## src/rtl/queue_writer.sv

```systemverilog
// -----------------------------------------------------------------------------
// queue_writer
//
// Enqueue-side front end of the SRAM queue controller. Each ingress packet is
// classified by the priority field of its header beat and written into that
// priority's circular region of the shared SRAM. Space is reserved for the
// whole packet at the header. Packets that cannot be reserved are dropped
// whole. Completed packets are published to the scheduler, and the scheduler
// hands freed space back through the release port.
//
// Ports
//   clk, rst          clock; asynchronous active-low reset
//   in_vld/in_rdy     ingress beat handshake; in_sop/in_eop mark packet edges
//   in_data           beat payload; header: [2:0] qid, [10:4] length in words
//   sram_we/waddr/    registered SRAM write port; waddr = {qid, word pointer}
//   sram_wdata
//   rel_vld/rel_qid/  scheduler release of one packet and its word count
//   rel_words
//   q_pkt_cnt         committed packets per queue (queue q at slice q)
//   q_nonempty        per-queue committed-packet flag
//   drop_pulse        one pulse per rejected packet, the cycle after its header
//   len_err           one pulse in the commit cycle of an over-length packet
// -----------------------------------------------------------------------------
module queue_writer #(
    parameter int DATA_WIDTH  = 256,
    parameter int QUEUE_NUM   = 8,
    parameter int QUEUE_DEPTH = 64,
    localparam int QW = $clog2(QUEUE_NUM),
    localparam int PW = $clog2(QUEUE_DEPTH),
    localparam int CW = PW + 1,
    localparam int AW = QW + PW
) (
    input  logic                    clk,
    input  logic                    rst,
    input  logic                    in_vld,
    input  logic                    in_sop,
    input  logic                    in_eop,
    input  logic [DATA_WIDTH-1:0]   in_data,
    output logic                    in_rdy,
    output logic                    sram_we,
    output logic [AW-1:0]           sram_waddr,
    output logic [DATA_WIDTH-1:0]   sram_wdata,
    input  logic                    rel_vld,
    input  logic [QW-1:0]           rel_qid,
    input  logic [CW-1:0]           rel_words,
    output logic [QUEUE_NUM*CW-1:0] q_pkt_cnt,
    output logic [QUEUE_NUM-1:0]    q_nonempty,
    output logic                    drop_pulse,
    output logic                    len_err
);

    // Width of the header length field, and a compare width wide enough for
    // both the length and the occupancy so that their sum cannot wrap.
    localparam int LW = 7;
    localparam int XW = ((LW > CW) ? LW : CW) + 1;

    typedef enum logic [1:0] {IDLE, BODY, DROP, COMMIT} state_t;

    state_t state, state_nxt;

    // Per-queue bookkeeping: committed tail, reserved words, committed packets.
    logic [PW-1:0] wr_ptr      [QUEUE_NUM];
    logic [CW-1:0] used        [QUEUE_NUM];
    logic [CW-1:0] pkt_cnt     [QUEUE_NUM];
    logic [PW-1:0] wr_ptr_nxt  [QUEUE_NUM];
    logic [CW-1:0] used_nxt    [QUEUE_NUM];
    logic [CW-1:0] pkt_cnt_nxt [QUEUE_NUM];

    // Packet in progress.
    logic [QW-1:0] cur_qid;
    logic [CW-1:0] cur_len;
    logic [CW-1:0] cnt;
    logic          err_pend;

    logic          beat;
    logic [QW-1:0] hdr_qid;
    logic [LW-1:0] hdr_len;
    logic          rel_hit;
    logic [CW-1:0] used_eff;
    logic          fits;
    logic [PW-1:0] body_ptr;

    logic          admit;
    logic          reject;
    logic          commit;
    logic          wr_en;
    logic [AW-1:0] wr_addr;
    logic          cnt_inc;
    logic          overflow;

    assign in_rdy   = rst && (state != COMMIT);
    assign beat     = in_vld && in_rdy;
    assign hdr_qid  = in_data[QW-1:0];
    assign hdr_len  = in_data[10:4];
    assign body_ptr = wr_ptr[cur_qid] + cnt[PW-1:0];
    assign len_err  = (state == COMMIT) && err_pend;

    // A release on an empty queue is meaningless and must not touch used[].
    assign rel_hit = rel_vld && (pkt_cnt[rel_qid] != '0);

    // Admission sees the space freed by a release landing in the same cycle.
    always_comb begin
        used_eff = used[hdr_qid];
        if (rel_hit && (rel_qid == hdr_qid)) begin
            used_eff = used[hdr_qid] - rel_words;
        end
    end

    assign fits = (hdr_len != '0) &&
                  ((XW'(hdr_len) + XW'(used_eff)) <= XW'(QUEUE_DEPTH));

    always_ff @(posedge clk or negedge rst) begin
        if (!rst) begin
            state <= IDLE;
        end else begin
            state <= state_nxt;
        end
    end

    always_comb begin
        state_nxt = state;
        admit     = 1'b0;
        reject    = 1'b0;
        commit    = 1'b0;
        wr_en     = 1'b0;
        wr_addr   = '0;
        cnt_inc   = 1'b0;
        overflow  = 1'b0;
        case (state)
            IDLE: begin
                if (beat && in_sop) begin
                    if (fits) begin
                        admit     = 1'b1;
                        wr_en     = 1'b1;
                        wr_addr   = {hdr_qid, wr_ptr[hdr_qid]};
                        state_nxt = in_eop ? COMMIT : BODY;
                    end else begin
                        reject    = 1'b1;
                        state_nxt = in_eop ? IDLE : DROP;
                    end
                end
            end
            BODY: begin
                if (beat) begin
                    // Beats beyond the header length are discarded, not
                    // written, so they can never spill into unreserved space.
                    if (cnt < cur_len) begin
                        wr_en   = 1'b1;
                        wr_addr = {cur_qid, body_ptr};
                        cnt_inc = 1'b1;
                    end else begin
                        overflow = 1'b1;
                    end
                    if (in_eop) begin
                        state_nxt = COMMIT;
                    end
                end
            end
            DROP: begin
                if (beat && in_eop) begin
                    state_nxt = IDLE;
                end
            end
            COMMIT: begin
                commit    = 1'b1;
                state_nxt = IDLE;
            end
            default: state_nxt = IDLE;
        endcase
    end

    // Release, reservation and commit may hit the same queue in one cycle;
    // all contributions are summed so none is lost.
    always_comb begin
        for (int q = 0; q < QUEUE_NUM; q++) begin
            wr_ptr_nxt[q]  = wr_ptr[q];
            used_nxt[q]    = used[q];
            pkt_cnt_nxt[q] = pkt_cnt[q];
            if (rel_hit && (rel_qid == QW'(q))) begin
                used_nxt[q]    = used_nxt[q] - rel_words;
                pkt_cnt_nxt[q] = pkt_cnt_nxt[q] - CW'(1);
            end
            if (admit && (hdr_qid == QW'(q))) begin
                used_nxt[q] = used_nxt[q] + CW'(hdr_len);
            end
            if (commit && (cur_qid == QW'(q))) begin
                // Hand back the part of the reservation that was never written.
                used_nxt[q]    = used_nxt[q] - (cur_len - cnt);
                pkt_cnt_nxt[q] = pkt_cnt_nxt[q] + CW'(1);
                wr_ptr_nxt[q]  = wr_ptr[q] + cnt[PW-1:0];
            end
        end
    end

    always_ff @(posedge clk or negedge rst) begin
        if (!rst) begin
            for (int q = 0; q < QUEUE_NUM; q++) begin
                wr_ptr[q]  <= '0;
                used[q]    <= '0;
                pkt_cnt[q] <= '0;
            end
        end else begin
            for (int q = 0; q < QUEUE_NUM; q++) begin
                wr_ptr[q]  <= wr_ptr_nxt[q];
                used[q]    <= used_nxt[q];
                pkt_cnt[q] <= pkt_cnt_nxt[q];
            end
        end
    end

    always_ff @(posedge clk or negedge rst) begin
        if (!rst) begin
            cur_qid    <= '0;
            cur_len    <= '0;
            cnt        <= '0;
            err_pend   <= 1'b0;
            sram_we    <= 1'b0;
            sram_waddr <= '0;
            sram_wdata <= '0;
            drop_pulse <= 1'b0;
        end else begin
            sram_we    <= wr_en;
            drop_pulse <= reject;
            if (wr_en) begin
                sram_waddr <= wr_addr;
                sram_wdata <= in_data;
            end
            if (admit) begin
                cur_qid  <= hdr_qid;
                cur_len  <= CW'(hdr_len);
                cnt      <= CW'(1);
                err_pend <= 1'b0;
            end
            if (cnt_inc) begin
                cnt <= cnt + CW'(1);
            end
            if (overflow) begin
                err_pend <= 1'b1;
            end
        end
    end

    for (genvar q = 0; q < QUEUE_NUM; q++) begin : g_status
        assign q_pkt_cnt[q*CW +: CW] = pkt_cnt[q];
        assign q_nonempty[q]         = (pkt_cnt[q] != '0);
    end

endmodule

```

## config.mk

```make
export PLATFORM = sky130hd
export DESIGN_NAME = queue_writer
export DESIGN_NICKNAME = d
export VERILOG_FILES = /design/src/rtl/queue_writer.sv
export SDC_FILE = /design/constraint.sdc
export NUM_CORES = 1
export LEC_CHECK = 0
export CAP_MARGIN = 0
export CORE_MARGIN = 2
export CORE_UTILIZATION = 30
export CTS_CLUSTER_SIZE = 40
export DETAILED_ROUTE_END_ITERATION = 7
export GPL_ROUTABILITY_DRIVEN = 1
export HOLD_SLACK_MARGIN = 0.05
export PLACE_DENSITY_LB_ADDON = 0.05
export SLEW_MARGIN = 5
export SYNTH_ARGS = -nofsm -noshare
export SYNTH_HDL_FRONTEND = slang
export SYNTH_SLANG_ARGS = --single-unit
```

## constraint.sdc

```tcl
create_clock -name clk -period 7.9 [get_ports clk]
set_clock_uncertainty 0.15 [all_clocks]
set_input_delay 1.975 -clock clk [delete_from_list [all_inputs] [get_ports clk]]
set_output_delay 1.975 -clock clk [all_outputs]
set_load 0.005 [all_outputs]
```

# [Yosys cells after proc, flatten, opt, wreduce, memory -nomap -nowiden]
# Index checks and enable logic that the tools add are counted.
[classes] add_sub_neg=53 order_cmp=5 n_eq_ne=30 muxes=84 bitwise=3 reduce_logical=49
[ops] operator="$mux W7" n=47
[ops] operator="$sub A7 B7 Y7" n=18
[ops] operator="$reduce_bool A7 Y1" n=10
[ops] operator="$add A7 B1 Y7 const B" n=9
[ops] operator="$add A7 B7 Y7" n=8
[ops] operator="$sub A7 B1 Y7 const B" n=8
[ops] operator="$add A6 B6 Y6" n=9
[ops] operator="$bmux W7 S3" n=2
[ops] operator="$bmux W6 S3" n=2
[ops] operator="$eq A3 B3 Y1 const B" n=12
[ops] operator="$mux W9" n=4
[ops] operator="$logic_and A1 B1 Y1" n=32
[ops] operator="$mux W6" n=4
[ops] operator="$eq A3 B2 Y1 const B" n=6
[ops] operator="$pmux W9 S2" n=1
[ops] operator="$mux W1" n=15
[ops] operator="$mux W2" n=7
[ops] operator="$ge A4 B4 Y1 const B" n=3
[ops] operator="$not A3 Y4" n=3
[ops] operator="$ne A2 B2 Y1 const B" n=5
[ops] operator="$eq A3 B1 Y1 const B" n=3
[ops] operator="$logic_not A3 Y1" n=3
[ops] operator="$add A7 B7 Y8" n=1
[ops] operator="$le A8 B7 Y1 const B" n=1
[ops] operator="other kinds (9)" n=11
[totals] register_bits=447 out_inout_bits=333 elab_cells=257

# [Logic depth before layout (Yosys ltp)]
[depth] depth_word=18 mapped_depth=35 ltp_nobuf=31

# [Worst setup path before layout]
# OpenSTA, ideal clock, no wires.
[synth_timing] path_kind="in2reg" start="input port in_data[0]" end="register used[48] (netlist bit)" setup_ns=0.125 arrival_time_ns=9.205 required_ns=7.625 setup_slack_ns=-1.580 cell_stages=34 cell_sequence="clkbuf_1 > buf_1 > buf_1 > mux4_2 > mux2i_1 > ha_1 > fa_1 > nor2_1 > a211oi_1 > o21bai_1 > a21oi_1 > xor2_1 > nand2_1 > xor2_1 > ha_1 > a221o_1 > a211o_1 > a211o_1 > a31oi_4 > nand2_2 > or3_1 > buf_2 > mux2i_1 > ha_1 > fa_1 > inv_1 > a21o_1 > a21oi_1 > o21bai_1 > a21oi_1 > xor2_1 > nand2_1 > xnor2_1 > xnor2_1"
[synth_rtl] item="start: declaration" line_no="38" text="input logic [DATA_WIDTH-1:0] in_data,"
[synth_rtl] item="end signal: indexed assignment" line_no="205" text="used[q] <= used_nxt[q];"
[synth_rtl] item="end: declaration" line_no="63" text="logic [CW-1:0] used [QUEUE_NUM];"

==> flow_summary.rst <==
.. list-table::
   :header-rows: 1

   * - Metric
     - Value
   * - Internal power consumption
     - 11.0 mW
   * - Cell count after synthesis
     - 2,656
   * - Leakage
     - 18.3 nW
   * - RD Place Congestion
     - 0.849
   * - Number of instances on the worst hold path
     - 2
   * - Via count of the first global-routing pass
     - 23.7k
   * - Min Hold Slack
     - 0.345 ns
   * - Die Area
     - 98,300 um2
   * - Launch point of the worst hold path
     - cur_len[4]
   * - Critical Path Max Stage Delay
     - 0.47 ns
   * - Share of the clock period used by the worst path after layout
     - 0.980
   * - Switching part of the total power
     - 0.389
   * - Largest buffer count on any clock path
     - 3
   * - Yosys Warn Count
     - 0
   * - CTS Buf Count
     - 58
   * - Result of the run
     - complete, no violations
   * - Worst reg2reg path depth
     - 29
   * - Clock-pin slew on the worst setup and hold paths
     - 0.06 ns
   * - Routed length per instance
     - 21.2 um
   * - Count of H-tree levels built during CTS
     - 2
   * - EDFF count, synth
     - 0
   * - Sequential element share of the synthesized area
     - 0.389
   * - Minimum period implied by the final worst setup slack
     - 7.74 ns
   * - Leading post-synthesis cells by cell area
     - dfrtp_1 (39%), mux2_2 (13%), ha_1 (10%), xnor2_1 (6.1%), nand2_1 (3.1%)
   * - Crit Path Class
     - primary input to register
   * - Required time of the critical path
     - 8.29 ns
   * - Fin util
     - 0.423
   * - Critical path's most frequent cell
     - buf_4
   * - Crit Reg-Reg Startpoint
     - q_pkt_cnt[9]
   * - Capture endpoint of the worst hold path
     - cur_len[4]
   * - Commonest cells in the netlist
     - dfrtp_1 (447), mux2_2 (320), ha_1 (241)
   * - Pin count of the biggest net entering global routing
     - 88
   * - Clock latency of the later-clocked register in the worst-skew pair
     - 0.66 ns
   * - Most common cell in the synthesized netlist
     - dfrtp_1
   * - Peak VDD IR
     - 0.306 mV
   * - # clock sinks
     - 447
   * - Die Span Y
     - 314 um
   * - Power per standard cell area
     - 446 nW/um2
   * - Share of synthesized flip-flops with an asynchronous set or reset
     - 1.00
   * - Sequential cell fraction of total power
     - 0.240
   * - Final net count
     - 4,000
   * - Remaining design rule violation count
     - 0
   * - Data arrival, critical path
     - 8.12 ns
   * - Routing usage on met2
     - 0.352
   * - Gate power share
     - 0.604
   * - Instance count after placement with tap cells included
     - 4,649
   * - Setup slack of the most critical reg-to-reg path
     - 1.17 ns
   * - RSZ-0062 raised after global routing
     - true
   * - Count of input and output buffers
     - 604
   * - Master cell of the clock root buffer
     - clkbuf_16
   * - Setup violators final
     - 0
   * - Launching element type of the critical path
     - primary input
   * - Area growth from synthesis to layout
     - 39.9%
   * - Switching pwr
     - 6.97 mW
   * - Number of cells in the finished layout apart from fillers
     - 4,765
   * - Max-capacitance violation count
     - 0
   * - Max transition margin
     - 0.222
   * - Placeable core area
     - 95,000 um2
   * - Combined area of all synthesized cells
     - 28,800 um2
   * - 1st-pass router iterations
     - 5
   * - Number of rows in the core area
     - 113
   * - Most congested layer reported by global routing
     - met2
   * - Clock tree from TritonCTS
     - done
   * - Layout cells sized above 1
     - 0.223
   * - Fraction of synthesized cell area taken by the top area cell type
     - 0.389
   * - Met3 Use GR
     - 0.0301
   * - Remaining Overflow, GRT
     - 0
   * - Max-slew violation count
     - 0
   * - Fraction of power consumed by the clock network
     - 0.156
   * - Fraction of met1 tracks used by global routing
     - 0.261
   * - Net count after synthesis
     - 3,205
   * - Via count
     - 22.8k
   * - Setup crit end kind
     - register
   * - Detailed router's first-iteration violation count
     - 1,133
   * - Ports
     - 605
   * - Leading area contributor after synthesis
     - dfrtp_1
   * - Critical-path top delay cell
     - or4_4
   * - DRT antenna net count
     - 0
   * - Per-instance average area after synthesis
     - 10.8 um2
   * - Total Wirelength
     - 101,000 um
   * - Number of storage elements in the synthesis netlist
     - 447
   * - Per-cell via count in the routed design
     - 4.79
   * - GRT Resource Usage Total
     - 0.202
   * - Path category of the worst min-delay check
     - register to register
   * - Total count of hold-check failures in the final report
     - 0
   * - Worst Max-Slew Pin Slew
     - 1.16 ns
   * - Fmax achieved
     - 0.129 GHz
   * - FF-to-FF End
     - used[20]
   * - Critical path peak fanout
     - 5
   * - Die span in x
     - 314 um
   * - Effective utilization at floorplan
     - 0.303
   * - First-pass GRT wire length
     - 151,000 um
   * - Antenna violations before repair
     - 1
   * - Count of cell types in the netlist
     - 69
   * - Diodes inserted
     - 0
   * - Detailed-placement wirelength estimate
     - 77,900 um
   * - Ys flop type
     - dfrtp_1
==> layout by cell type, fill, tap and decap left out, types with 10 or more instances in the layout <==
cell and n:
ha_1 233, o21ai_0 95, nand2b_1 14, clkbuf_8 13
clkinv_2 17, nor2b_1 20, inv_1 163, o21ai_1 12
fa_1 31, buf_4 218, a21o_1 95, nor2_1 79
or3_1 17, mux2_2 313, nand2_1 236, mux4_2 38
dfrtp_1 447, xnor2_1 195, a21oi_2 17, a21oi_1 128
o31ai_1 15, nor4_1 10, xor2_1 87, mux2i_1 37
clkdlybuf4s50_1 600, clkbuf_16 58, nor3_1 28, nand3_1 34
o21bai_1 33, mux2_4 10, nand4_1 13, a221o_1 11
==> flip-flops by register name, summed over array words and instances (netlist names) <==
register and flops:
cur_qid 3, wr_ptr 48, cnt 7, used 56, state 2, cur_len 7, q_pkt_cnt 56, sram_waddr 9
drop_pulse 1, sram_we 1, sram_wdata 256, err_pend 1
==> metrics by stage <==
step / setup TNS (ns) / total power, mW / instance area [um2] / worst slack [ns]
finish: 0 / 17.9 / 40200 / 0.161
detailed placement: -23.72 / 15.0 / 37900 / -0.837
global route: -1.05 / 19.4 / 40200 / -0.223
global placement: -13.25 / 14.8 / 37900 / -0.680
CTS: 0 / 18.0 / 39900 / 0.0195
floorplan: -3.75 / 10.1 / 29000 / -0.474
==> power groups by stage <==
| stage | logic [mW] | clock network, mW | registers [mW] |
|---|---|---|---|
| after global routing | 11.9 | 3.01 | 4.46 |
| final | 10.8 | 2.80 | 4.29 |
| after floorplan | 6.06 | 0 | 4.04 |
| after global placement | 10.5 | 0 | 4.31 |
| after detailed placement | 10.7 | 0 | 4.34 |
| after CTS | 10.8 | 2.92 | 4.31 |
==> final cells by class <==
class,count,area (um2)
clock buffers,77,1650
clock inverters,32,373
fillers,9075,54800
inverters,171,644
multi-input cells,1942,16900
flip-flops and latches,447,11200
well taps,1265,1580
repair buffers,831,7840
==> cell families (layout without fill, tap and decap cells) <==
group | count (synthesis) | in the layout | synth area share
AO/OA/AOI/OAI | 462 | 462 | 0.101
multiplexers | 408 | 408 | 0.173
buffers and inverters | 267 | 1111 | 0.0362
XOR/XNOR | 287 | 287 | 0.0874
AND/OR/NAND/NOR | 508 | 508 | 0.0834
flip-flops | 447 | 447 | 0.389
adder cells (fa/ha/maj) | 277 | 277 | 0.130
==> worst max path at each step <==
stage / startpoint / end / slack (ns) / cells past startpoint
global route: in_data[0] / used[48] / -0.22 / 33
CTS: rel_qid[1] / used[6] / 0.02 / 34
floorplan: in_data[0] / used[48] / -0.47 / 34
global placement: in_data[0] / used[48] / -0.68 / 31
finish: rel_qid[1] / used[20] / 0.16 / 30
detailed placement: in_data[0] / used[48] / -0.84 / 31
==> critical path, delay by kind of cell <==
family | cells | cell delay (ns)
AO/OA/AOI/OAI | 10 | 2.06
XOR/XNOR | 4 | 0.58
adder cells (fa/ha/maj) | 3 | 0.92
buffers and inverters | 5 | 1.02
multiplexers | 1 | 0.18
AND/OR/NAND/NOR | 7 | 1.37
==> what timing repair did <==
action	in CTS	in global routing
hold endpoints to repair	0	0
buffers inserted	0	7
pin swaps	0	12
hold buffers	0	0
gates resized for setup	6	51
endpoints found under the setup margin	7	24
==> layer usage <==
layer,wire [um],part of all wire
met1,44500,0.44
met5,0,0
met3,4190,0.042
met2,50100,0.50
met4,2250,0.022
No activity file was read; power rests on OpenSTA's default activity.
